## src/rtl/conv_window_ctrl_if.sv

```systemverilog
// Handshake and status bundle between a pixel source/window datapath and conv_window_ctrl.
// Latency: none, this is wiring only.
// Backpressure: pix_ready_o is the only flow-control signal toward the pixel source.
interface conv_window_ctrl_if #(
  parameter int CW = 16
);
  logic          start_i;
  logic          abort_i;
  logic          pix_valid_i;
  logic          pix_ready_o;
  logic          win_clr_o;
  logic          win_en_o;
  logic          line_en_o;
  logic [CW-1:0] col_o;
  logic [CW-1:0] row_o;
  logic          win_valid_o;
  logic [CW-1:0] win_cnt_o;
  logic          busy_o;
  logic          frame_done_o;

  // Controller side
  modport slave (
    input  start_i, abort_i, pix_valid_i,
    output pix_ready_o, win_clr_o, win_en_o, line_en_o, col_o, row_o,
           win_valid_o, win_cnt_o, busy_o, frame_done_o
  );

  // Source / supervisor side
  modport master (
    output start_i, abort_i, pix_valid_i,
    input  pix_ready_o, win_clr_o, win_en_o, line_en_o, col_o, row_o,
           win_valid_o, win_cnt_o, busy_o, frame_done_o
  );
endinterface

```

## src/rtl/conv_window_ctrl.sv

```systemverilog
// Sequences one IMG_W x IMG_H frame through a KxK window datapath: clear, scan, done.
// Latency: enables and win_valid_o are combinational with the accept; counters update on the edge.
// Backpressure: pixels are taken only in RUN; col/row hold on any cycle without an accept.
module conv_window_ctrl #(
  parameter int IMG_W = 8,
  parameter int IMG_H = 8,
  parameter int K     = 3,
  parameter int CW    = 16
) (
  input  logic            clk,
  input  logic            rst,
  conv_window_ctrl_if.slave bus
);

  typedef enum logic [1:0] {
    IDLE = 2'd0,
    CLR  = 2'd1,
    RUN  = 2'd2,
    DONE = 2'd3
  } state_t;

  localparam logic [CW-1:0] L_COL_LAST = CW'(IMG_W - 1);
  localparam logic [CW-1:0] L_ROW_LAST = CW'(IMG_H - 1);
  localparam logic [CW-1:0] L_WIN_MIN  = CW'(K - 1);
  localparam logic [CW-1:0] L_ONE      = CW'(1);

  state_t        r_state;
  state_t        w_state_nxt;
  logic [CW-1:0] r_col;
  logic [CW-1:0] r_row;
  logic [CW-1:0] r_cnt;

  logic w_ready;
  logic w_accept;
  logic w_col_last;
  logic w_row_last;
  logic w_frame_last;
  logic w_win;

  // Outputs are gated by rst so nothing is asserted while reset is held, even mid-frame.
  assign w_ready      = (r_state == RUN) && !rst;
  assign w_accept     = bus.pix_valid_i && w_ready;
  assign w_col_last   = (r_col == L_COL_LAST);
  assign w_row_last   = (r_row == L_ROW_LAST);
  assign w_frame_last = w_col_last && w_row_last;
  // Uses the pre-increment position: the pixel being accepted completes the window.
  assign w_win        = w_accept && (r_row >= L_WIN_MIN) && (r_col >= L_WIN_MIN);

  assign bus.pix_ready_o  = w_ready;
  assign bus.win_en_o     = w_accept;
  assign bus.line_en_o    = w_accept;
  assign bus.win_valid_o  = w_win;
  assign bus.win_clr_o    = (r_state == CLR) && !rst;
  assign bus.busy_o       = (r_state != IDLE) && !rst;
  // An abort in DONE swallows the pulse so aborted frames never report completion.
  assign bus.frame_done_o = (r_state == DONE) && !bus.abort_i && !rst;
  assign bus.col_o        = r_col;
  assign bus.row_o        = r_row;
  assign bus.win_cnt_o    = r_cnt;

  // State register; reset dominates abort and start.
  always_ff @(posedge clk) begin
    if (rst) begin
      r_state <= IDLE;
    end else begin
      r_state <= w_state_nxt;
    end
  end

  // Next-state logic; abort wins over every transition except start out of IDLE.
  always_comb begin
    w_state_nxt = r_state;
    case (r_state)
      IDLE: begin
        if (bus.start_i) begin
          w_state_nxt = CLR;
        end
      end
      CLR: begin
        w_state_nxt = bus.abort_i ? IDLE : RUN;
      end
      RUN: begin
        if (bus.abort_i) begin
          w_state_nxt = IDLE;
        end else if (w_accept && w_frame_last) begin
          w_state_nxt = DONE;
        end
      end
      DONE: begin
        w_state_nxt = IDLE;
      end
      default: begin
        w_state_nxt = IDLE;
      end
    endcase
  end

  // Raster position and window count; an accept in an abort cycle still counts.
  always_ff @(posedge clk) begin
    if (rst) begin
      r_col <= '0;
      r_row <= '0;
      r_cnt <= '0;
    end else if (r_state == CLR) begin
      r_col <= '0;
      r_row <= '0;
      r_cnt <= '0;
    end else if (w_accept) begin
      if (w_col_last) begin
        r_col <= '0;
        r_row <= w_row_last ? '0 : (r_row + L_ONE);
      end else begin
        r_col <= r_col + L_ONE;
      end
      if (w_win) begin
        r_cnt <= r_cnt + L_ONE;
      end
    end
  end

endmodule

```

## src/flat_wrapper.sv

```systemverilog
// flat-port wrapper written by rule: the top's interface ports become plain ports
module conv_window_ctrl_flat 
#(
  parameter int IMG_W = 8,
  parameter int IMG_H = 8,
  parameter int K     = 3,
  parameter int CW    = 16
)
  (clk, rst, bus_start_i, bus_abort_i, bus_pix_valid_i, bus_pix_ready_o, bus_win_clr_o, bus_win_en_o, bus_line_en_o, bus_col_o, bus_row_o, bus_win_valid_o, bus_win_cnt_o, bus_busy_o, bus_frame_done_o);
  conv_window_ctrl_if #(.CW(CW)) bus_i ();
  input  logic clk;
  input  logic rst;
  input wire logic [$bits(bus_i.start_i)-1:0] bus_start_i;
  input wire logic [$bits(bus_i.abort_i)-1:0] bus_abort_i;
  input wire logic [$bits(bus_i.pix_valid_i)-1:0] bus_pix_valid_i;
  output wire logic [$bits(bus_i.pix_ready_o)-1:0] bus_pix_ready_o;
  output wire logic [$bits(bus_i.win_clr_o)-1:0] bus_win_clr_o;
  output wire logic [$bits(bus_i.win_en_o)-1:0] bus_win_en_o;
  output wire logic [$bits(bus_i.line_en_o)-1:0] bus_line_en_o;
  output wire logic [$bits(bus_i.col_o)-1:0] bus_col_o;
  output wire logic [$bits(bus_i.row_o)-1:0] bus_row_o;
  output wire logic [$bits(bus_i.win_valid_o)-1:0] bus_win_valid_o;
  output wire logic [$bits(bus_i.win_cnt_o)-1:0] bus_win_cnt_o;
  output wire logic [$bits(bus_i.busy_o)-1:0] bus_busy_o;
  output wire logic [$bits(bus_i.frame_done_o)-1:0] bus_frame_done_o;
  assign bus_i.start_i = bus_start_i;
  assign bus_i.abort_i = bus_abort_i;
  assign bus_i.pix_valid_i = bus_pix_valid_i;
  assign bus_pix_ready_o = bus_i.pix_ready_o;
  assign bus_win_clr_o = bus_i.win_clr_o;
  assign bus_win_en_o = bus_i.win_en_o;
  assign bus_line_en_o = bus_i.line_en_o;
  assign bus_col_o = bus_i.col_o;
  assign bus_row_o = bus_i.row_o;
  assign bus_win_valid_o = bus_i.win_valid_o;
  assign bus_win_cnt_o = bus_i.win_cnt_o;
  assign bus_busy_o = bus_i.busy_o;
  assign bus_frame_done_o = bus_i.frame_done_o;
  conv_window_ctrl #(.IMG_W(IMG_W), .IMG_H(IMG_H), .K(K), .CW(CW)) u_core (.clk(clk), .rst(rst), .bus(bus_i));
endmodule
```

## config.mk

```make
export PLATFORM = sky130hd
export DESIGN_NAME = conv_window_ctrl_flat
export DESIGN_NICKNAME = d
export VERILOG_FILES = /design/src/rtl/conv_window_ctrl_if.sv /design/src/rtl/conv_window_ctrl.sv /design/src/flat_wrapper.sv
export SDC_FILE = /design/constraint.sdc
export NUM_CORES = 1
export LEC_CHECK = 0
export ABC_AREA = 1
export BUFFER_PORTS_ARGS = -buffer_cell sky130_fd_sc_hd__buf_2
export CAP_MARGIN = 20
export CORE_MARGIN = 1
export CORE_UTILIZATION = 40
export CTS_CLUSTER_SIZE = 20
export DETAILED_ROUTE_END_ITERATION = 6
export PLACE_DENSITY = 0.68
export SLEW_MARGIN = 15
export SYNTH_ARGS = -nofsm -noshare
export SYNTH_HDL_FRONTEND = slang
export SYNTH_SLANG_ARGS = --single-unit
export TNS_END_PERCENT = 20
```

## constraint.sdc

```tcl
create_clock -name clk -period 2 [get_ports clk]
set_input_delay 0.1 -clock clk [delete_from_list [all_inputs] [get_ports clk]]
set_output_delay 0.1 -clock clk [all_outputs]
set_load 0.02 [all_outputs]
```

==> results.py <==
metrics = {
    "finish": {
        "fill_cells": 796,
        "syn_to_final_growth_pct": 19.7,
        "final_layout_size_suffix_gt1_share_pct": 16.7,
        "layout.nets": 578,
        "num_antenna_cells": 0,
    },
    "yosys": {
        "synth_top_cell_by_area": "dfxtp_1",
        "synthFlopType": "dfxtp_1",
        "ys_async_sr_fraction_pct": 0,
        "syn_area_sq_mm": 0.00305,
        "synth_seq_cells": 50,
        "seq_area_frac_synth_pct": 32.8,
        "synthCells": 498,
        "synth.top_cells.by_count": "nand2_1, nor2_1, dfxtp_1, inv_1, a21oi_1",
        "synth_edf_count": 0,
        "syn_nets": 508,
        "synth_top_area_share_pct": 32.8,
        "synth_cell_types": 32,
        "synthTopCellsByArea": "dfxtp_1, nand2_1, nor2_1",
        "synth.most_common_cell": "nand2_1",
        "ys_warn_count": 0,
        "syn_avg_cell_area_sq_um": 6.13,
    },
    "place": {
        "hpwl_um": 5880,
        "io_buffers": 59,
        "gp_congestion": 0.901,
    },
    "setup_path": {
        "cp_common_cell": "nand2_1",
        "path_class": "reg -> out",
        "rr_worst_depth": 7,
        "reg2reg_setup_slack_ns": 0.23,
        "endpoint_kind": "output pin",
        "arrival_ns": 1.68,
        "crit_fanout": 5,
        "worstPathCellList": "inv_1 > ha_1 > nor2_1 > nand2_1 > nor2_1 > nand2_1 > nand2_1 > nor2_4 > buf_2",
        "critPathLaunchType": "flop",
        "crit_path_max_incr_delay_ns": 0.37,
        "cp_slowest_cell": "dfxtp_2",
        "worstPathRequired_ns": 1.90,
    },
    "clock_network": {
        "cts_tree": "done",
        "cts_sinks": 50,
        "clk_latency_ns": 0.31,
        "clock-root-buffer": "clkbuf_8",
        "htree_levels": 2,
        "clkTransAtPathRegs_ns": 0.10,
        "cts_buffers": 5,
        "clock_path_buffers": 2,
    },
    "sta": {
        "min_period_ns": 1.78,
        "fmax_ghz": 0.561,
        "tns_ns": 0,
        "slew_viol_final": 0,
        "timing_hold_violations_final": 0,
        "period_share_pct": 89.2,
        "timing.slew.headroom_pct": 70.5,
        "setup_viol": 0,
        "rsz0062_at_grt": "no",
        "worst_slew_pin_slew_ns": 0.439,
        "finClkSkew_ns": 0.0104,
    },
    "pwr": {
        "switching_share_pct": 23.3,
        "p_seq_share_pct": 55.1,
        "leakage_nw": 1.53,
        "p_comb_share_pct": 4.8,
        "p_int_w": 0.00140,
        "p_switching_w": 0.000425,
        "p_total_w": 0.00182,
        "power.share.clock_pct": 40.1,
        "ir_worst_vdd_v": 0.000216,
        "power.density_mw_per_mm2": 499,
    },
    "global_route": {
        "grt-ovfl-total": 0,
        "grt_pass1_vias": 2886,
        "grt_start_max_net_pins": 28,
        "track_usage_pct": 20.9,
        "grt_pass1_wl_um": 13000,
        "antenna_found_initial": 0,
    },
    "worst_hold_path": {
        "whs_path_depth": 2,
        "hold_class": "in -> reg",
    },
    "status": {
        "status": "complete, no violations",
    },
    "floorplan": {
        "die_area_sq_mm": 0.00799,
        "coreArea_sq_mm": 0.00733,
        "fp.dieW_um": 89.4,
        "row_count": 31,
        "boundaryPins": 60,
        "start_util_pct": 41.6,
        "die_h_um": 89.4,
    },
    "run": {
        "maxCapViolCount": 0,
    },
    "route": {
        "drcViolationCount": 0,
        "postRouteAntennaNets": 0,
        "drt_wl_total_um": 7930,
        "wl_per_cell_um": 11.9,
        "via_per_inst": 4.91,
        "drt_iter0_markers": 137,
        "drt_pass1_iterations": 4,
        "vias": 3282,
    },
}
## area by class of cell
cell class	count	area [sq um]	share of cell area (%)
repair buffers	75	418	11.4
inverters	47	176	4.83
multi-input cells	389	1820	49.9
well taps	99	124	3.39
flip-flops and latches	50	1000	27.4
clock inverters	2	37.5	1.03
clock buffers	6	72.6	1.99
## cells in the final DEF, fill, tap and decap left out, types with 2 or more instances in the layout
cell / synthesis / layout
a21oi_1: 45 / 45
and2_1: 2 / 2
buf_2: 5 / 59
buf_4: 2 / 15
clkbuf_8: 0 / 5
dfxtp_1: 50 / 49
ha_1: 5 / 5
inv_1: 46 / 46
nand2_1: 154 / 154
nand3_1: 44 / 44
nand4_1: 16 / 16
nor2_1: 78 / 77
nor2_4: 1 / 2
nor3_1: 5 / 5
o21ai_0: 11 / 10
or2_2: 4 / 4
xnor2_1: 2 / 2
xor2_1: 9 / 9
## metal layers
| layer | track usage [%] | routed length (um) |
|---|---|---|
| met2 | 35.5 | 3820 |
| met1 | 27.4 | 3790 |
| met3 | 2.95 | 266 |
| met4 | 6.64 | 54 |
| met5 | 0 | 0 |
## registers in the layout, indices dropped and copies added, names as in the netlist
register / cells
u_core.bus.col_o: 16
u_core.bus.row_o: 16
u_core.bus.win_cnt_o: 16
u_core.r_state: 2
## metrics by stage
stage	cells	instance area [sq um]	hold WS (ns)	util, %	setup WS [ns]
2_1_floorplan	498	3050	0.178	-	0.292
3_3_place_gp	658	3520	0.323	48.0	0.205
3_5_place_dp	658	3520	0.324	48.0	0.160
4_1_cts	668	3650	0.0734	49.8	0.117
5_1_grt	668	3650	0.0883	49.9	0.0229
6_report	668	3650	0.0816	49.9	0.217
## path summary, 6_finish.rpt
check | start | end
min | rst | u_core.r_state[1]$_SDFFE_PP0P_
max | u_core.bus.col_o[0]$_SDFFE_PP0P_ | bus_win_valid_o
max reg2reg | u_core.bus.row_o[1]$_SDFFE_PP0P_ | u_core.bus.row_o[0]$_SDFFE_PP0P_
min reg2reg | u_core.bus.win_cnt_o[3]$_SDFFE_PP0P_ | u_core.bus.win_cnt_o[3]$_SDFFE_PP0P_
## worst max-delay path: cells and delay by family, from the launching register on
kind,cells,cell delay [ns]
buffers and inverters,2,0.24
and+or+nand+nor,6,0.55
adders and majority gates,1,0.20
DFF,1,0.37
## power by group through the flow
stage                     Clock (W)  Combinational, W  Sequential, W
final                      0.000731         0.0000875        0.00100
after global placement            0         0.0000854        0.00103
after detailed placement          0         0.0000867        0.00103
after floorplan                   0         0.0000554        0.00103
after global routing       0.000791         0.0000964        0.00100
after CTS                  0.000760         0.0000889        0.00100
## logic make-up (layout without fill, tap and decap cells)
group	count (synthesis)	in the layout	share of synthesized area, %
compound gates	60	60	10.2
xor+xnor	11	11	3.16
fa+ha+maj	5	5	2.05
buf+inv	59	130	7.70
flops	50	50	32.8
simple gates	313	313	44.1
## repair_timing
item / in CTS / in global routing
endpoints found under the hold margin: 1 / 0
gates resized for setup: 1 / 3
gates cloned: 0 / 0
endpoints found under the setup margin: 1 / 3
hold buffers: 1 / 0
buffers inserted: 1 / 0
pin swaps: 1 / 0
(Power assumes the default switching activity.)
